## config.mk

```make
export PLATFORM = sky130hd
export DESIGN_NAME = program_counter_unit
export DESIGN_NICKNAME = d
export VERILOG_FILES = /design/src/rtl/program_counter_unit_pkg.sv /design/src/rtl/program_counter_unit_return_stack.sv /design/src/rtl/program_counter_unit.sv
export SDC_FILE = /design/constraint.sdc
export NUM_CORES = 1
export LEC_CHECK = 0
export BUFFER_PORTS_ARGS = -buffer_cell sky130_fd_sc_hd__buf_2
export CORE_AREA = 4 4 161 163
export CTS_CLUSTER_SIZE = 12
export DETAILED_ROUTE_END_ITERATION = 8
export DIE_AREA = 0 0 165 167
export PLACE_DENSITY_LB_ADDON = 0.1
export RECOVER_POWER = 25
export SYNTH_ARGS = -nofsm -noshare
export SYNTH_HDL_FRONTEND = slang
export SYNTH_SLANG_ARGS = --single-unit
export TNS_END_PERCENT = 30
```

## constraint.sdc

```tcl
create_clock -name clk -period 8.9 [get_ports clk]
set_input_delay 0.445 -clock clk [delete_from_list [all_inputs] [get_ports clk]]
set_output_delay 0.445 -clock clk [all_outputs]
set_load 0.005 [all_outputs]
```

## src/rtl/program_counter_unit_pkg.sv

```systemverilog
// Shared definitions for the program counter unit: next-PC mode encodings
// and small decode helpers used by the top level.
package program_counter_unit_pkg;

  localparam int PC_SEL_W = 3;

  // 6 and 7 are deliberately left unnamed; the top level treats them as SEQ.
  typedef enum logic [PC_SEL_W-1:0] {
    PC_SEQ    = 3'd0,
    PC_BRANCH = 3'd1,
    PC_JUMP   = 3'd2,
    PC_JREG   = 3'd3,
    PC_RET    = 3'd4,
    PC_LOAD   = 3'd5
  } pc_sel_e;

  function automatic logic is_call_mode(input logic [PC_SEL_W-1:0] sel);
    return (sel == PC_JUMP) || (sel == PC_JREG) || (sel == PC_RET);
  endfunction

endpackage

```

## src/rtl/program_counter_unit_return_stack.sv

```systemverilog
// Return-address stack: circular LIFO with head pointer and entry count.
// A push onto a full stack overwrites the oldest entry; push+pop replaces the top.
module return_stack #(
  parameter int WIDTH = 32,
  parameter int DEPTH = 4,
  localparam int PW   = $clog2(DEPTH),
  localparam int CW   = $clog2(DEPTH) + 1
) (
  input  logic             clk,
  input  logic             rst_n,
  input  logic             push,
  input  logic             pop,
  input  logic [WIDTH-1:0] pushData,
  output logic [WIDTH-1:0] top,
  output logic [CW-1:0]    count,
  output logic             full,
  output logic             empty
);

  logic [WIDTH-1:0] mem_q [DEPTH];
  logic [PW-1:0]    head_q, head_d;
  logic [CW-1:0]    count_q, count_d;
  logic             wr_en;
  logic [PW-1:0]    wr_idx;
  logic             pop_eff;

  assign empty   = (count_q == '0);
  assign full    = (count_q == CW'(DEPTH));
  assign pop_eff = pop && !empty;

  always_comb begin
    head_d  = head_q;
    count_d = count_q;
    wr_en   = 1'b0;
    wr_idx  = head_q;
    if (push && pop_eff) begin
      wr_en  = 1'b1;
    end else if (push) begin
      // Head wraps naturally, so a full stack overwrites its oldest slot.
      head_d = head_q + PW'(1);
      wr_idx = head_q + PW'(1);
      wr_en  = 1'b1;
      if (!full) count_d = count_q + CW'(1);
    end else if (pop_eff) begin
      head_d  = head_q - PW'(1);
      count_d = count_q - CW'(1);
    end
  end

  always_ff @(posedge clk or negedge rst_n) begin
    if (!rst_n) begin
      head_q  <= '0;
      count_q <= '0;
      for (int i = 0; i < DEPTH; i++) mem_q[i] <= '0;
    end else begin
      head_q  <= head_d;
      count_q <= count_d;
      if (wr_en) mem_q[wr_idx] <= pushData;
    end
  end

  assign top   = empty ? '0 : mem_q[head_q];
  assign count = count_q;

endmodule

```

## src/rtl/program_counter_unit.sv

```systemverilog
// Program counter with internal next-PC selection (seq/branch/jump/jreg/ret/load),
// a return-address stack and sticky RAS overflow/underflow flags. One register stage.
module program_counter_unit
  import program_counter_unit_pkg::*;
#(
  parameter int              WIDTH        = 32,
  parameter logic [WIDTH-1:0] RESET_VECTOR = '0,
  parameter int              INCR         = 4,
  parameter int              RAS_DEPTH    = 4,
  localparam int             CW           = $clog2(RAS_DEPTH) + 1
) (
  input  logic             clk,
  input  logic             reset_n,
  input  logic             stall,
  input  logic [2:0]       pcSel,
  input  logic             branchTaken,
  input  logic [15:0]      immOffset,
  input  logic [25:0]      jumpTarget,
  input  logic [WIDTH-1:0] regTarget,
  input  logic [WIDTH-1:0] newCount,
  input  logic             call,
  output logic [WIDTH-1:0] currentCount,
  output logic [3:0]       lastFourBits,
  output logic [WIDTH-1:0] returnAddr,
  output logic [CW-1:0]    rasCount,
  output logic             rasOverflow,
  output logic             rasUnderflow
);

  // Assertion is immediate through the async clears; release reaches the
  // datapath two clk edges after reset_n rises.
  logic [1:0] rst_sync_q;
  logic       rst_int_n;

  always_ff @(posedge clk or negedge reset_n) begin
    if (!reset_n) rst_sync_q <= '0;
    else          rst_sync_q <= {rst_sync_q[0], 1'b1};
  end

  assign rst_int_n = rst_sync_q[1];

  logic [WIDTH-1:0] pc_q, pc_d;
  logic             ovf_q, ovf_d;
  logic             udf_q, udf_d;
  logic [WIDTH-1:0] seq, br_tgt, jmp_tgt, imm_ext;
  logic             ras_push, ras_pop, ras_full, ras_empty;
  logic [WIDTH-1:0] ras_top;
  logic [CW-1:0]    ras_count;

  assign seq     = pc_q + WIDTH'(INCR);
  assign imm_ext = {{(WIDTH-18){immOffset[15]}}, immOffset, 2'b00};
  assign br_tgt  = seq + imm_ext;
  assign jmp_tgt = {seq[WIDTH-1:28], jumpTarget, 2'b00};

  always_comb begin
    pc_d     = pc_q;
    ovf_d    = ovf_q;
    udf_d    = udf_q;
    ras_push = 1'b0;
    ras_pop  = 1'b0;
    if (!stall) begin
      case (pc_sel_e'(pcSel))
        PC_SEQ:    pc_d = seq;
        PC_BRANCH: pc_d = branchTaken ? br_tgt : seq;
        PC_JUMP:   pc_d = jmp_tgt;
        PC_JREG:   pc_d = regTarget;
        PC_LOAD:   pc_d = newCount;
        PC_RET: begin
          if (ras_empty) begin
            pc_d  = regTarget;
            udf_d = 1'b1;
          end else begin
            pc_d    = ras_top;
            ras_pop = 1'b1;
          end
        end
        default:   pc_d = seq;
      endcase
      ras_push = call && is_call_mode(pcSel);
      // A simultaneous pop frees the top slot, so push+pop never overflows.
      if (ras_push && ras_full && !ras_pop) ovf_d = 1'b1;
    end
  end

  always_ff @(posedge clk or negedge rst_int_n) begin
    if (!rst_int_n) begin
      pc_q  <= RESET_VECTOR;
      ovf_q <= 1'b0;
      udf_q <= 1'b0;
    end else begin
      pc_q  <= pc_d;
      ovf_q <= ovf_d;
      udf_q <= udf_d;
    end
  end

  return_stack #(
    .WIDTH (WIDTH),
    .DEPTH (RAS_DEPTH)
  ) u_ras (
    .clk      (clk),
    .rst_n    (rst_int_n),
    .push     (ras_push),
    .pop      (ras_pop),
    .pushData (seq),
    .top      (ras_top),
    .count    (ras_count),
    .full     (ras_full),
    .empty    (ras_empty)
  );

  assign currentCount = pc_q;
  assign lastFourBits = pc_q[WIDTH-1:WIDTH-4];
  assign returnAddr   = ras_top;
  assign rasCount     = ras_count;
  assign rasOverflow  = ovf_q;
  assign rasUnderflow = udf_q;

endmodule

```

# After elaboration in Yosys (flattened, before gate mapping)
# Index checks and enable logic that the tools add are counted.
[classes] addsub=6 magnitude_cmp=3 n_eq_ne=7 n_mux=24 bitwise_logic=4 n_reduce_logical=16
[op_table] operator="2-to-1 mux 32 bit" n=6
[op_table] operator="case mux 32 bit (5 select lines)" n=1
[op_table] operator="bitwise mux 128 bit" n=1
[op_table] operator="binary-select mux 32 bit (select 2 bit)" n=1
[op_table] operator="demux 32 bit (select 2 bit)" n=1
[op_table] operator="adder 32 x 3 -> 32 bit, second input constant" n=1
[op_table] operator="adder 32 bit" n=1
[op_table] operator="== test 3 bit, second input constant" n=3
[op_table] operator="2-to-1 mux 3 bit" n=3
[op_table] operator="2-to-1 mux 2 bit" n=4
[op_table] operator="2-to-1 mux 1 bit" n=7
[op_table] operator="== test 3 x 2 -> 1 bit, second input constant" n=2
[op_table] operator=">= comparator 3 bit, second input constant" n=2
[op_table] operator="logical AND 1 bit" n=6
[op_table] operator="NOT 2 -> 3 bit" n=2
[op_table] operator="AND reduction 3 bit" n=2
[op_table] operator="AND reduction 2 bit" n=2
[op_table] operator="adder 3 x 1 -> 3 bit, second input constant" n=1
[op_table] operator="== test 3 x 1 -> 1 bit, second input constant" n=1
[op_table] operator="zero test 3 bit" n=1
[op_table] operator="less-than comparator 3 x 1 -> 1 bit, second input constant" n=1
[op_table] operator="subtractor 3 x 1 -> 3 bit, second input constant" n=1
[op_table] operator="adder 2 x 1 -> 2 bit, second input constant" n=1
[op_table] operator="zero test 1 bit" n=2
[op_table] operator="other kinds (5)" n=7
[word_totals] ff_bits=169 output_inout_bits=73

# Depth between registers and ports, before layout
# Gate-level depths: netlist (run 1).
[depth] ltp_word=14 depth_mapped=20

# Cells and area by module
# Synthesis (run 1) repeated with hierarchy kept, for this count alone.
[unflattened] cells_unflattened=1370 hier_area_um2=12843.6
[by_module_without_submodules] mod="return_stack" n_inst=1 cells_each=710 area_each_um2=7848.8 seq_area_each_um2=3328.2
[by_module_without_submodules] mod="program_counter_unit" n_inst=1 cells_each=660 area_each_um2=4994.8 seq_area_each_um2=900.9

# Worst setup path after synthesis (run 1)
# OpenSTA, ideal clock, no wires.
[synth_timing] kind="register to register" start="register pc_q[2], in the netlist currentCount[2]" end="register pc_q[31], in the netlist currentCount[31]" setup_ns=0.104 arrival_time_ns=3.581 required_ns=8.796 slack_ns=5.215 stages_incl_launch_ff=18 path_cell_list="dfrtp_1 clkbuf_1 nand2_1 nor3_1 and4_2 nand3_1 xnor2_1 inv_1 ha_1 a21o_1 o21bai_1 o21ba_2 o21ai_0 o311ai_1 a21oi_1 xor2_1 nor3_1 a221oi_1"
[synth_between] elab_chain_len=4
[synth_rtl] item="start: declaration" line="program_counter_unit.sv:42" source="logic [WIDTH-1:0] pc_q, pc_d;"
[synth_rtl] item="start signal: assignment" line="program_counter_unit.sv:91" source="pc_q <= pc_d;"
[synth_rtl] item="adder 32 x 3 -> 32 bit" line="program_counter_unit.sv:50" source="assign seq = pc_q + WIDTH'(INCR);"
[synth_rtl] item="via seq[17]" line="program_counter_unit.sv:45" source="logic [WIDTH-1:0] seq, br_tgt, jmp_tgt, imm_ext;"
[synth_rtl] item="adder 32 bit" line="program_counter_unit.sv:52" source="assign br_tgt = seq + imm_ext;"
[synth_rtl] item="2-to-1 mux 32 bit" line="program_counter_unit.sv:64" source="PC_BRANCH: pc_d = branchTaken ? br_tgt : seq;"
[synth_rtl] item="case mux 32 bit (5 select lines)" line="program_counter_unit.sv:62" source="case (pc_sel_e'(pcSel))"
# The timed path passes the listed nets, and every way through them passes these cells.
# A chain may end at the register's enable or synchronous reset.

==> qor.yml, run 1 <==
instances_no_fill: 1691
die_x_um: 165
clk_path_buf_depth: 2
finalCritPeriodShare: 0.565
seq_area_frac_synth: 0.389
cp-end-kind: "asynchronous set/reset pin"
cts_made_buffers: 17
worstSetupPathType: "reg2async"
synth_top_flop_cell: "dfrtp_1"
area_growth_pct: 15.6
wire_per_inst_um: 22.7
register_area_sq_mm: 0.00423
die-area_sq_mm: 0.0276
die-height_um: 167
final_nets: 1511
vias: 9887
synthAdderAreaFrac: 0.0509
power.total_w: 0.00400
hp-class: "in2async"
clk_pin_slew_ns: 0.08
worstPathArrival_ns: 4.49
grt_remaining_overflow: 0
grt_max_degree: 67
grt_pass1_wl_um: 58000
drc_errors: 0
ys_warn_count: 0
cts_tree: "done"
cp.required_ns: 8.36
multi_input_area_sq_mm: 0.00611
synth.distinct_cells: 75
postSynthCellCount: 1217
grtUsageTotal: 0.275
hpwlAfterDp_um: 27200
synth_top_family_by_area: "compound AO/OA/AOI/OAI gates"
n_fill_cell: 2357
synth_edf_count: 0
final_common_cell: "dfrtp_1"
syn_nets: 1374
synth_area_sq_mm: 0.0109
clk_latency_ns: 0.45
slowest_stage: "clkbuf_1"
synth-seq-cells: 169
wirelength_um: 38300
max_cap_violations: 3
synthMuxAreaShare: 0.0783
io_pins: 187
core-area_sq_mm: 0.0243
final_antenna_net_count: 0
p_per_area_mw_per_mm2: 318
final_area_sq_mm: 0.0126
synth_area_per_cell_sq_um: 8.93
diodes: 0
totalNegativeSetupSlack_ns: 0
finalWeightedCongestion: 0.926
routed_via_density: 5.85
drive_above_1_share: 0.203
cp_cell_sequence: "clkbuf_1"
worstMarginPinSlew_ns: 3.87
min_period_ns: 5.03
max_freq_mhz: 199
crit_family: "buffers and inverters"
post-place-cells: 1658
p_leak_nw: 5.74
antenna_found_initial: 1
violations: "capacitance limit, slew limit"
synth-simple-area-share: 0.152
synth_xor_area_frac: 0.0483
synthArstFlopShare: 1.00
num_rows: 57
finalSetupViolations: 0
first_iter_violations: 846
clock_sinks: 169
status: "complete, but fails checks"
cp_max_fo: 66
hold_ws_ns: 0.314
numPortBuffers: 186
start_kind: "flip-flop"
cts-root-buf: "clkbuf_16"
final-hold-violation-count: 0
clock_skew_ns: 0.0170
path_buf_inv: 1
start_util: 0.447
synth-compound-area-share: 0.230
final_cell_mix: "dfrtp_1, buf_2, nand2_1"
critPathMaxStageDelay_ns: 2.59
dr.pass1.iters: 5
slew-limit-headroom: -1.58
cts_setup_buffers: 0
peakVddDrop_mv: 0.166
rsz0062_at_grt: "no"
maxSlewViolCount: 172
first_global_vias: 9758
postPlaceCellArea_sq_mm: 0.0120
ctsHtreeMaxLevel: 4
[report_power, final]
part	switching, W	leakage (nW)	internal (W)
clock network	0.000383	0.289	0.000380
logic	0.00107	3.38	0.000833
registers	0.000246	2.07	0.00109
[path summary, 6_finish.rpt]
| path | start | to | cells after the start | slack (ns) |
|---|---|---|---|---|
| min | reset_n | rst_sync_q[0]$_DFF_PN0_ | 2 | 0.31 |
| max reg2reg | rst_sync_q[1]$_DFF_PN0_ | u_ras.head_q[0]$_DFFE_PN0P_ | 1 | 3.87 |
| max in group clk | currentCount[2]$_DFFE_PN0N_ | currentCount[31]$_DFFE_PN0N_ | 16 | 4.26 |
| min in group clk | newCount[1] | currentCount[1]$_DFFE_PN0P_ | 3 | 0.35 |
| max | rst_sync_q[1]$_DFF_PN0_ | u_ras.head_q[0]$_DFFE_PN0P_ | 1 | 3.87 |
| min reg2reg | rst_sync_q[0]$_DFF_PN0_ | rst_sync_q[1]$_DFF_PN0_ | 0 | 0.36 |
[synthesized netlist by cell type (all sizes together), types with 6 or more instances]
| cell | number | area share |
|---|---|---|
| o211ai | 13 | 0.0090 |
| nor3 | 8 | 0.0051 |
| buf | 22 | 0.011 |
| xor2 | 21 | 0.018 |
| o32a | 6 | 0.0055 |
| a22o | 9 | 0.0073 |
| mux2 | 12 | 0.012 |
| xnor2 | 38 | 0.031 |
| ha | 41 | 0.047 |
| dfrtp | 169 | 0.39 |
| o2111ai | 7 | 0.0056 |
| nand4 | 14 | 0.0086 |
| and3 | 14 | 0.0089 |
| a211oi | 11 | 0.0076 |
| a22oi | 13 | 0.0090 |
| o22ai | 6 | 0.0035 |
| clkbuf | 62 | 0.021 |
| o221ai | 7 | 0.0056 |
| nor2 | 89 | 0.031 |
| mux4 | 30 | 0.062 |
| and2 | 32 | 0.019 |
| a21oi | 134 | 0.062 |
| nand2 | 157 | 0.055 |
| a221oi | 10 | 0.0081 |
| nor2b | 12 | 0.0069 |
| inv | 53 | 0.018 |
| o21ai | 120 | 0.055 |
| a21o | 25 | 0.017 |
| nand3 | 15 | 0.0069 |
[final cells by class]
cell class	count	area share
clock buffer	17	0.0339
clock inverter	15	0.0139
inverter	53	0.0158
multi-input combinational	911	0.486
sequential	169	0.337
tap	324	0.0323
timing repair buffer	202	0.0808
[metrics by stage]
step            util  worst slack [ns]
2_1_floorplan      -              3.84
3_5_place_dp   0.493              4.40
6_report       0.516              3.87
5_1_grt        0.516              2.82
4_1_cts        0.518              4.35
3_3_place_gp   0.493              4.61
[sequential cells by signal, indices dropped and copies added (netlist names)]
register,count
rasOverflow,1
u_ras.mem_q,128
rst_sync_q,2
u_ras.head_q,2
currentCount,32
rasUnderflow,1
u_ras.count,3
[logic make-up after synthesis]
logic type / count (synthesis)
muxes: 46
adders and majority gates: 43
xor gates and xnor gates: 59
DFF: 169
other: 1
buffers and inverters: 137
AOI/OAI and AO/OA: 403
and+or+nand+nor: 359
[metal layers]
metal  track usage  wire (um)  up-vias  share of wire
li1              -          -     4627              -
met1         0.370      16100     4760           0.42
met2         0.444      18100      429           0.47
met3        0.0571       2970       69          0.077
met4        0.0911       1130        2          0.029
met5             0          7        -        0.00018
[repair_timing]
| item | in CTS | in global routing |
|---|---|---|
| endpoints found under the hold margin | 2 | 0 |
| hold buffers | 1 | 0 |
| gates resized for setup | 0 | 0 |
Power figures use the tool's default switching activity.
==> run 2: changes to the inputs <==
--- a/config.mk
+++ b/config.mk
@@ -5,11 +5,12 @@
 export SDC_FILE = /design/constraint.sdc
 export NUM_CORES = 1
 export LEC_CHECK = 0
+export ABC_AREA = 1
 export BUFFER_PORTS_ARGS = -buffer_cell sky130_fd_sc_hd__buf_2
-export CORE_AREA = 4 4 161 163
+export CORE_AREA = 4 4 168 170
 export CTS_CLUSTER_SIZE = 12
 export DETAILED_ROUTE_END_ITERATION = 8
-export DIE_AREA = 0 0 165 167
+export DIE_AREA = 0 0 172 174
 export PLACE_DENSITY_LB_ADDON = 0.1
 export RECOVER_POWER = 25
 export SYNTH_ARGS = -nofsm -noshare
==> constraint.sdc (replaced) <==
create_clock -name clk -period 4.15 [get_ports clk]
set_input_delay 0.2075 -clock clk [delete_from_list [all_inputs] [get_ports clk]]
set_output_delay 0.2075 -clock clk [all_outputs]
set_load 0.005 [all_outputs]
==> run 2 against run 1 <==
  * Largest cell class unchanged
  * Cell area rose by 10%
  * Hold slack got worse by 0.24 ns
  * The run still ends with capacitance limit, slew limit left
  * Combinational power rose by 140%
  * Die area increased by 8.6%
  * Critical endpoint is now currentCount[21]$_DFFE_PN0N_
  * Critical path depth grew 18
==> qor.yml, run 2 <==
status: "complete, but fails checks"
violations: "capacitance limit, slew limit"
post-place-cells: 2258  # +36%
r2r_cells: 19  # +18
synthArstFlopShare: 1.00  # unchanged
clk_latency_ns: 0.44  # about the same
min_period_ns: 3.75  # -1.28 ns
synth_top_area_frac: 0.355  # -0.0345
final_cell_mix: "nand2_1, inv_1, nor2_1"
clk_pin_slew_ns: 0.07  # about the same
cp_cell_sequence: "ha_1 > inv_1 > nor2_1 > nand2_1 > inv_1 > nand4_1 > xor2_4 > ha_1 > nand2_1 > nor2_1 > inv_1 > nor2_1 > nand4_1 > nand4_1 > nand3_1 > nand2_1 > nand2_1 > nand2_1 > nand2_1"
slew-limit-headroom: -0.172  # +1.41
crit_top_cell: "nand2_1"
synth.distinct_cells: 47  # -37%
switching_share: 0.467  # +0.0433
peakVddDrop_mv: 0.318  # +91%
cts-root-buf: "clkbuf_16"
finalCritPeriodShare: 0.905  # +0.339
grt_pass1_wl_um: 68000  # +17%
wire_per_inst_um: 19.2  # -16%
routed_via_density: 5.42  # -7.3%
synth_area_sq_mm: 0.0119  # +9.7%
wirelength_um: 43900  # +14%
drc_errors: 0  # unchanged
maxSlewViolCount: 45  # -74%
synth_area_per_cell_sq_um: 6.75  # -24%
max_freq_mhz: 266  # +34%
p_leak_nw: 7.17  # +25%
synth-seq-cells: 169  # unchanged
power.total_w: 0.00902  # +130%
first_iter_violations: 1149  # +36%
clock_sinks: 169  # unchanged
worstSetupPathType: "reg2reg"
combPwrFrac: 0.508  # +0.033
clk_path_buf_depth: 2  # unchanged
critPathMaxStageDelay_ns: 0.50  # -2.09 ns
clock_skew_ns: 0.0152  # -0.00177 ns
core-area_sq_mm: 0.0267  # +9.9%
postSynthCellCount: 1767  # +45%
synth_top_flop_cell: "dfrtp_1"
final_common_cell: "nand2_1"
final-hold-violation-count: 0  # unchanged
power_frac_seq: 0.313  # -0.021
die_x_um: 172  # +4.2%
slowest_stage: "dfrtp_2"
multi_input_area_sq_mm: 0.00648  # +6.1%
cp-end-kind: "flip-flop"
vias: 12418  # +26%
seq_area_frac_synth: 0.355  # -0.0345
cts_made_buffers: 17  # unchanged
largest_register_ffs: 128  # unchanged
synth_commonest_cells: "nand2_1, inv_1, nor2_1"
first_global_vias: 11775  # +21%
dr.pass1.iters: 5  # unchanged
p_int_w: 0.00481  # +110%
cp_max_fo: 12  # -82%
die-height_um: 174  # +4.2%
hp-class: "in2async"
yosysMostFrequentCell: "nand2_1"
grtUsageTotal: 0.293  # +0.0174
numPortBuffers: 186  # unchanged
final_area_sq_mm: 0.0138  # +10%
n_fill_cell: 2775  # +18%
grt_remaining_overflow: 0  # unchanged
cp.required_ns: 4.47  # -3.89 ns
num_rows: 60  # +5.3%
r2r_end: "currentCount[21]$_DFFE_PN0N_"
fin_ws_ns: 0.396  # -3.47 ns
register_area_sq_mm: 0.00423  # unchanged
postPlaceCellArea_sq_mm: 0.0132  # +10%
totalNegativeSetupSlack_ns: 0  # unchanged
start_util: 0.446  # -0.000658
synth.top_cells.by_area: "dfrtp_1, nand2_1, o21ai_0, inv_1, nor2_1"
critical_path.startpoint: "currentCount[2]$_DFFE_PN0N_"
regMostFlops: "u_ras.mem_q"
worstMarginPinSlew_ns: 1.76  # -2.11 ns
dpl_worst_slack_ns: 0.182  # -4.22 ns
p_sw_w: 0.00422  # +150%
synth_top_area_cell: "dfrtp_1"
synth_edf_count: 0  # unchanged
finalSetupViolations: 0  # unchanged
start_kind: "flip-flop"
io_pins: 187  # unchanged
diodes: 0  # unchanged
ys_warn_count: 0  # unchanged
die-area_sq_mm: 0.0299  # +8.6%
crit_path_end: "currentCount[21]$_DFFE_PN0N_"
area_growth_pct: 15.8
max_cap_violations: 1  # -2
ctsHtreeMaxLevel: 4  # unchanged
instances_no_fill: 2291  # +35%
rsz0062_at_grt: "no"
reg2reg_from: "currentCount[2]$_DFFE_PN0N_"
rrSetupSlack_ns: 0.40  # -3.47 ns
syn_nets: 1924  # +40%
final_antenna_net_count: 0  # unchanged
p_per_area_mw_per_mm2: 653  # +110%
finalWeightedCongestion: 0.963  # +4.0%
antenna_found_initial: 2  # +1
drive_above_1_share: 0.154  # -0.0488
hpwlAfterDp_um: 33700  # +24%
final_nets: 2094  # +39%
grt_max_degree: 57  # -15%
p_clk_frac: 0.179  # -0.012
worstPathArrival_ns: 4.08  # -0.41 ns
cts_tree: "done"
## run 2: cell types whose count changed in the layout (fill, tap and decap cells not counted), sizes merged, moves of 48 or more
| cell | delta |
|---|---|
| buf | +48 |
| inv | +159 |
| nand2 | +357 |
| nand3 | +52 |
| nor2 | +103 |
| o21ai | +118 |
## run 2: per-stage QoR
| stage | hold slack (ns) | util |
|---|---|---|
| floorplan | -0.0881 | - |
| global placement | -0.00559 | 0.495 |
| detailed placement | -0.00437 | 0.495 |
| CTS | 0.0590 | 0.517 |
| global route | 0.0884 | 0.517 |
| finish | 0.0744 | 0.517 |
## run 2: worst min-delay path by stage
stage            startpoint                          end  slack (ns)  cells past startpoint
2_1_floorplan       reset_n      rst_sync_q[0]$_DFF_PN0_       -0.09                      0
3_3_place_gp        reset_n      rst_sync_q[0]$_DFF_PN0_      -0.006                      1
3_5_place_dp        reset_n      rst_sync_q[0]$_DFF_PN0_      -0.004                      1
6_report            reset_n      rst_sync_q[0]$_DFF_PN0_        0.07                      2
4_1_cts             reset_n      rst_sync_q[1]$_DFF_PN0_        0.06                      2
5_1_grt        regTarget[1]  currentCount[1]$_DFFE_PN0P_        0.09                      3
## run 2: cell type report
cell class | instances | share of cell area
repair buffers | 229 | 0.0911
clock inverters | 14 | 0.0116
multi-input cells | 1302 | 0.469
flip-flops and latches | 169 | 0.306
inverters | 218 | 0.0594
well taps | 341 | 0.0309
clock buffers | 18 | 0.0311
## run 2: worst max-delay path, delay by kind of cell, from the launching register on
kind                     cells  cell delay (ns)
XOR/XNOR                     1             0.30
adder cells (fa/ha/maj)      2             0.60
buffers and inverters        3             0.29
flip-flops                   1             0.50
AND/OR/NAND/NOR             13             1.95
## run 2: timing repair
| action | 4_1_cts | 5_1_grt |
|---|---|---|
| endpoints found under the setup margin | 0 | 6 |
| setup buffers | 0 | 0 |
| gates resized for setup | 0 | 3 |
| hold endpoints to repair | 2 | 0 |
| hold buffers | 1 | 0 |
## run 2: logic make-up after synthesis
group	count (synthesis)	synth area share
compound gates	402	0.187
xor+xnor	31	0.0240
fa+ha+maj	43	0.0464
buf+inv	296	0.103
flops	169	0.355
mux	1	0.000945
other cells	1	0.000315
simple gates	824	0.283
## run 2: power groups by stage
stage	logic (W)	clock network, W	registers, W
final	0.00458	0.00162	0.00283
after global routing	0.00515	0.00171	0.00291
after CTS	0.00457	0.00163	0.00282
after detailed placement	0.00455	0	0.00284
after global placement	0.00452	0	0.00282
after floorplan	0.00293	0	0.00270
## run 2: routing by layer
metal | global-route usage | part of all wire
met2 | 0.467 | 0.46
met1 | 0.405 | 0.44
met4 | 0.0875 | 0.029
met5 | 0 | 0.00062
met3 | 0.0550 | 0.065
==> run 3: changes to the inputs <==
--- a/config.mk
+++ b/config.mk
@@ -7,13 +7,15 @@
 export LEC_CHECK = 0
 export ABC_AREA = 1
 export BUFFER_PORTS_ARGS = -buffer_cell sky130_fd_sc_hd__buf_2
-export CORE_AREA = 4 4 168 170
+export CORE_AREA = 4 4 170 172
 export CTS_CLUSTER_SIZE = 12
 export DETAILED_ROUTE_END_ITERATION = 8
-export DIE_AREA = 0 0 172 174
+export DIE_AREA = 0 0 174 176
 export PLACE_DENSITY_LB_ADDON = 0.1
 export RECOVER_POWER = 25
+export SKIP_LAST_GASP = 1
 export SYNTH_ARGS = -nofsm -noshare
 export SYNTH_HDL_FRONTEND = slang
+export SYNTH_HIERARCHICAL = 1
 export SYNTH_SLANG_ARGS = --single-unit
 export TNS_END_PERCENT = 30
==> run 3 against run 2 <==
  * The flow still finishes with violations (capacitance limit, slew limit)
  * Combinational power rose by 4.4%
  * Global-route usage grew 1.2 points
  * Flip-flop and latch count did not move
  * Utilization fell by 1.2 points
  * Fmax increased by 4.8%
  * First-iteration DRC count up 11%
  * Clock power is essentially flat
  * Via count is 4.9% higher
  * Count of clock-buffer cells in the layout did not move
  * Cell count up 1.0%
  * Total power rose by 2.2%
  * Largest cell class unchanged
  * Highest routed layer is now met4
==> qor.yml, run 3 <==
status: "complete, but fails checks"
violations: "capacitance limit, slew limit"
syn_nets: 1963  # +2.0%
maxSlewViolCount: 66  # +47%
clock_sinks: 169  # unchanged
dr.pass1.iters: 5  # unchanged
synth_commonest_cells: "nand2_1, nor2_1, dfrtp_1"
drive_above_1_share: 0.145  # -0.00845
first_iter_violations: 1272  # +11%
rsz0062_at_grt: "no"
num_rows: 61  # +1.7%
final_antenna_net_count: 0  # unchanged
synth_top_flop_cell: "dfrtp_1"
clk_path_buf_depth: 2  # unchanged
max_freq_mhz: 279  # +4.8%
slew-limit-headroom: -0.997  # -0.824
clock_skew_ns: 0.0190  # +0.00375 ns
reg2reg_from: "currentCount[12]$_DFFE_PN0N_"
synth_area_sq_mm: 0.0122  # +2.6%
grtUsageTotal: 0.304  # +0.0117
cts_setup_buffers: 0  # unchanged
grt_max_degree: 70  # +23%
r2r_end: "currentCount[20]$_DFFE_PN0N_"
hpwlAfterDp_um: 33500  # -0.43%
seq_area_frac_synth: 0.346  # -0.00914
antenna_found_initial: 2  # unchanged
p_leak_nw: 7.28  # +1.5%
cts-root-buf: "clkbuf_16"
rrSetupSlack_ns: 0.57  # +0.17 ns
area_growth_pct: 13.4
worstPathArrival_ns: 3.92  # -0.16 ns
clk_pin_slew_ns: 0.09  # +0.02 ns
core-area_sq_mm: 0.0275  # +2.8%
crit_path_end: "currentCount[20]$_DFFE_PN0N_"
finalWeightedCongestion: 0.968  # +0.52%
synth_top_area_cell: "dfrtp_1"
numPortBuffers: 186  # unchanged
hold_buffers: 1  # unchanged
finalSetupViolations: 0  # unchanged
die-height_um: 176  # +1.1%
synthArstFlopShare: 1.00  # unchanged
min_period_ns: 3.58  # -0.171 ns
final_common_cell: "nand2_1"
synth.distinct_cells: 51  # +8.5%
synth-seq-cells: 169  # unchanged
cp.required_ns: 4.48  # about the same
io_pins: 187  # unchanged
final-hold-violation-count: 0  # unchanged
die-area_sq_mm: 0.0306  # +2.3%
start_util: 0.445  # -0.000712
cts_tree: "done"
ys_warn_count: 6  # +6
power.total_w: 0.00922  # +2.2%
ctsHtreeMaxLevel: 4  # unchanged
cp-end-kind: "flip-flop"
synth_area_per_cell_sq_um: 6.76  # +0.21%
regMostFlops: "u_ras/mem_q"
drc_errors: 0  # unchanged
worstSetupPathType: "reg2reg"
cp_max_fo: 7  # -5
synth.top_cells.by_area: "dfrtp_1, nand2_1, nor2_1, o21ai_0, inv_1"
wire_per_inst_um: 20.4  # +6.7%
synth_top_area_frac: 0.346  # -0.00914
max_cap_violations: 1  # unchanged
die_x_um: 174  # +1.2%
peakVddDrop_mv: 0.300  # -5.4%
start_kind: "flip-flop"
cts_resized: 0  # unchanged
final_cell_mix: "nand2_1, nor2_1, dfrtp_1"
wirelength_um: 47300  # +7.8%
hp-class: "in2reg"
critical_path.startpoint: "currentCount[12]$_DFFE_PN0N_"
postSynthCellCount: 1810  # +2.4%
grt_remaining_overflow: 0  # unchanged
routed_via_density: 5.63  # +3.8%
grt_pass1_wl_um: 72400  # +6.5%
synth_edf_count: 0  # unchanged
p_per_area_mw_per_mm2: 664  # +1.7%
largest_register_ffs: 128  # unchanged
finalCritPeriodShare: 0.864  # -0.0411
yosysMostFrequentCell: "nand2_1"
clk_latency_ns: 0.44  # about the same
worstMarginPinSlew_ns: 3.00  # +1.24 ns
final_nets: 2107  # +0.62%
vias: 13031  # +4.9%
first_global_vias: 12266  # +4.2%
r2r_cells: 18  # -1
cts_made_buffers: 17  # unchanged
totalNegativeSetupSlack_ns: 0  # unchanged
-- run 3: how the worst min path moves through the flow --
stage,slack (ns),cells after the start,end,start
final,0.06,3,currentCount[5]$_DFFE_PN0N_,newCount[5]
after global routing,0.06,3,currentCount[5]$_DFFE_PN0N_,newCount[5]
after CTS,0.06,3,currentCount[5]$_DFFE_PN0N_,newCount[5]
after detailed placement,-0.002,1,rst_sync_q[0]$_DFF_PN0_,reset_n
after global placement,-0.006,1,rst_sync_q[1]$_DFF_PN0_,reset_n
after floorplan,-0.09,0,rst_sync_q[0]$_DFF_PN0_,reset_n
-- run 3: routing by layer --
metal,global-route usage,routed length (um)
met5,0,0
met4,0.0858,1210
met3,0.0473,3670
met2,0.481,21400
met1,0.437,21000
-- run 3: per-stage QoR --
stage	instance area [sq um]	hold WS, ns	std cells	utilization	setup WS (ns)
final	13900	0.0641	2315	0.505	0.566
after global routing	13900	0.0622	2315	0.505	0.339
after CTS	13900	0.0563	2313	0.506	0.601
after detailed placement	13300	-0.00245	2280	0.485	0.625
after global placement	13300	-0.00588	2280	0.485	0.658
after floorplan	12200	-0.0881	1810	-	1.24
-- run 3: logic make-up after synthesis --
| logic type | synth area share |
|---|---|
| AND/OR/NAND/NOR | 0.368 |
| AO/OA/AOI/OAI | 0.131 |
| buffers and inverters | 0.0924 |
| flip-flops | 0.346 |
| adder cells (fa/ha/maj) | 0.0411 |
| XOR/XNOR | 0.0213 |
| other | 0.000306 |
-- run 3: power breakdown --
part	internal [W]	switching, W
sequential	0.00234	0.000478
clock	0.000805	0.000817
combinational	0.00151	0.00327
-- run 3: area by class of cell --
class	count	area [sq um]
Timing Repair Buffer	218	1150
Multi-Input combinational cell	1390	6890
Antenna cell	2	5.00
Clock buffer	18	429
Tap cell	346	433
Inverter	158	593
Sequential cell	169	4230
Clock inverter	14	148
Fill cell	2894	13600
-- run 3: critical path, cell delays in order, from the launching register on --
cell     delay, ns
dfrtp_1       0.48
nand3_2       0.15
inv_1         0.15
nand3_1       0.15
nor3b_2       0.34
xor2_1        0.61
ha_1          0.40
a21oi_1       0.20
o21ai_0       0.17
inv_1         0.09
nand2_1       0.09
inv_1         0.08
nand2_1       0.05
nand2_1       0.05
nand3_1       0.12
nand2_1       0.09
nand2_1       0.05
nand2_1       0.12
nand2_1       0.07
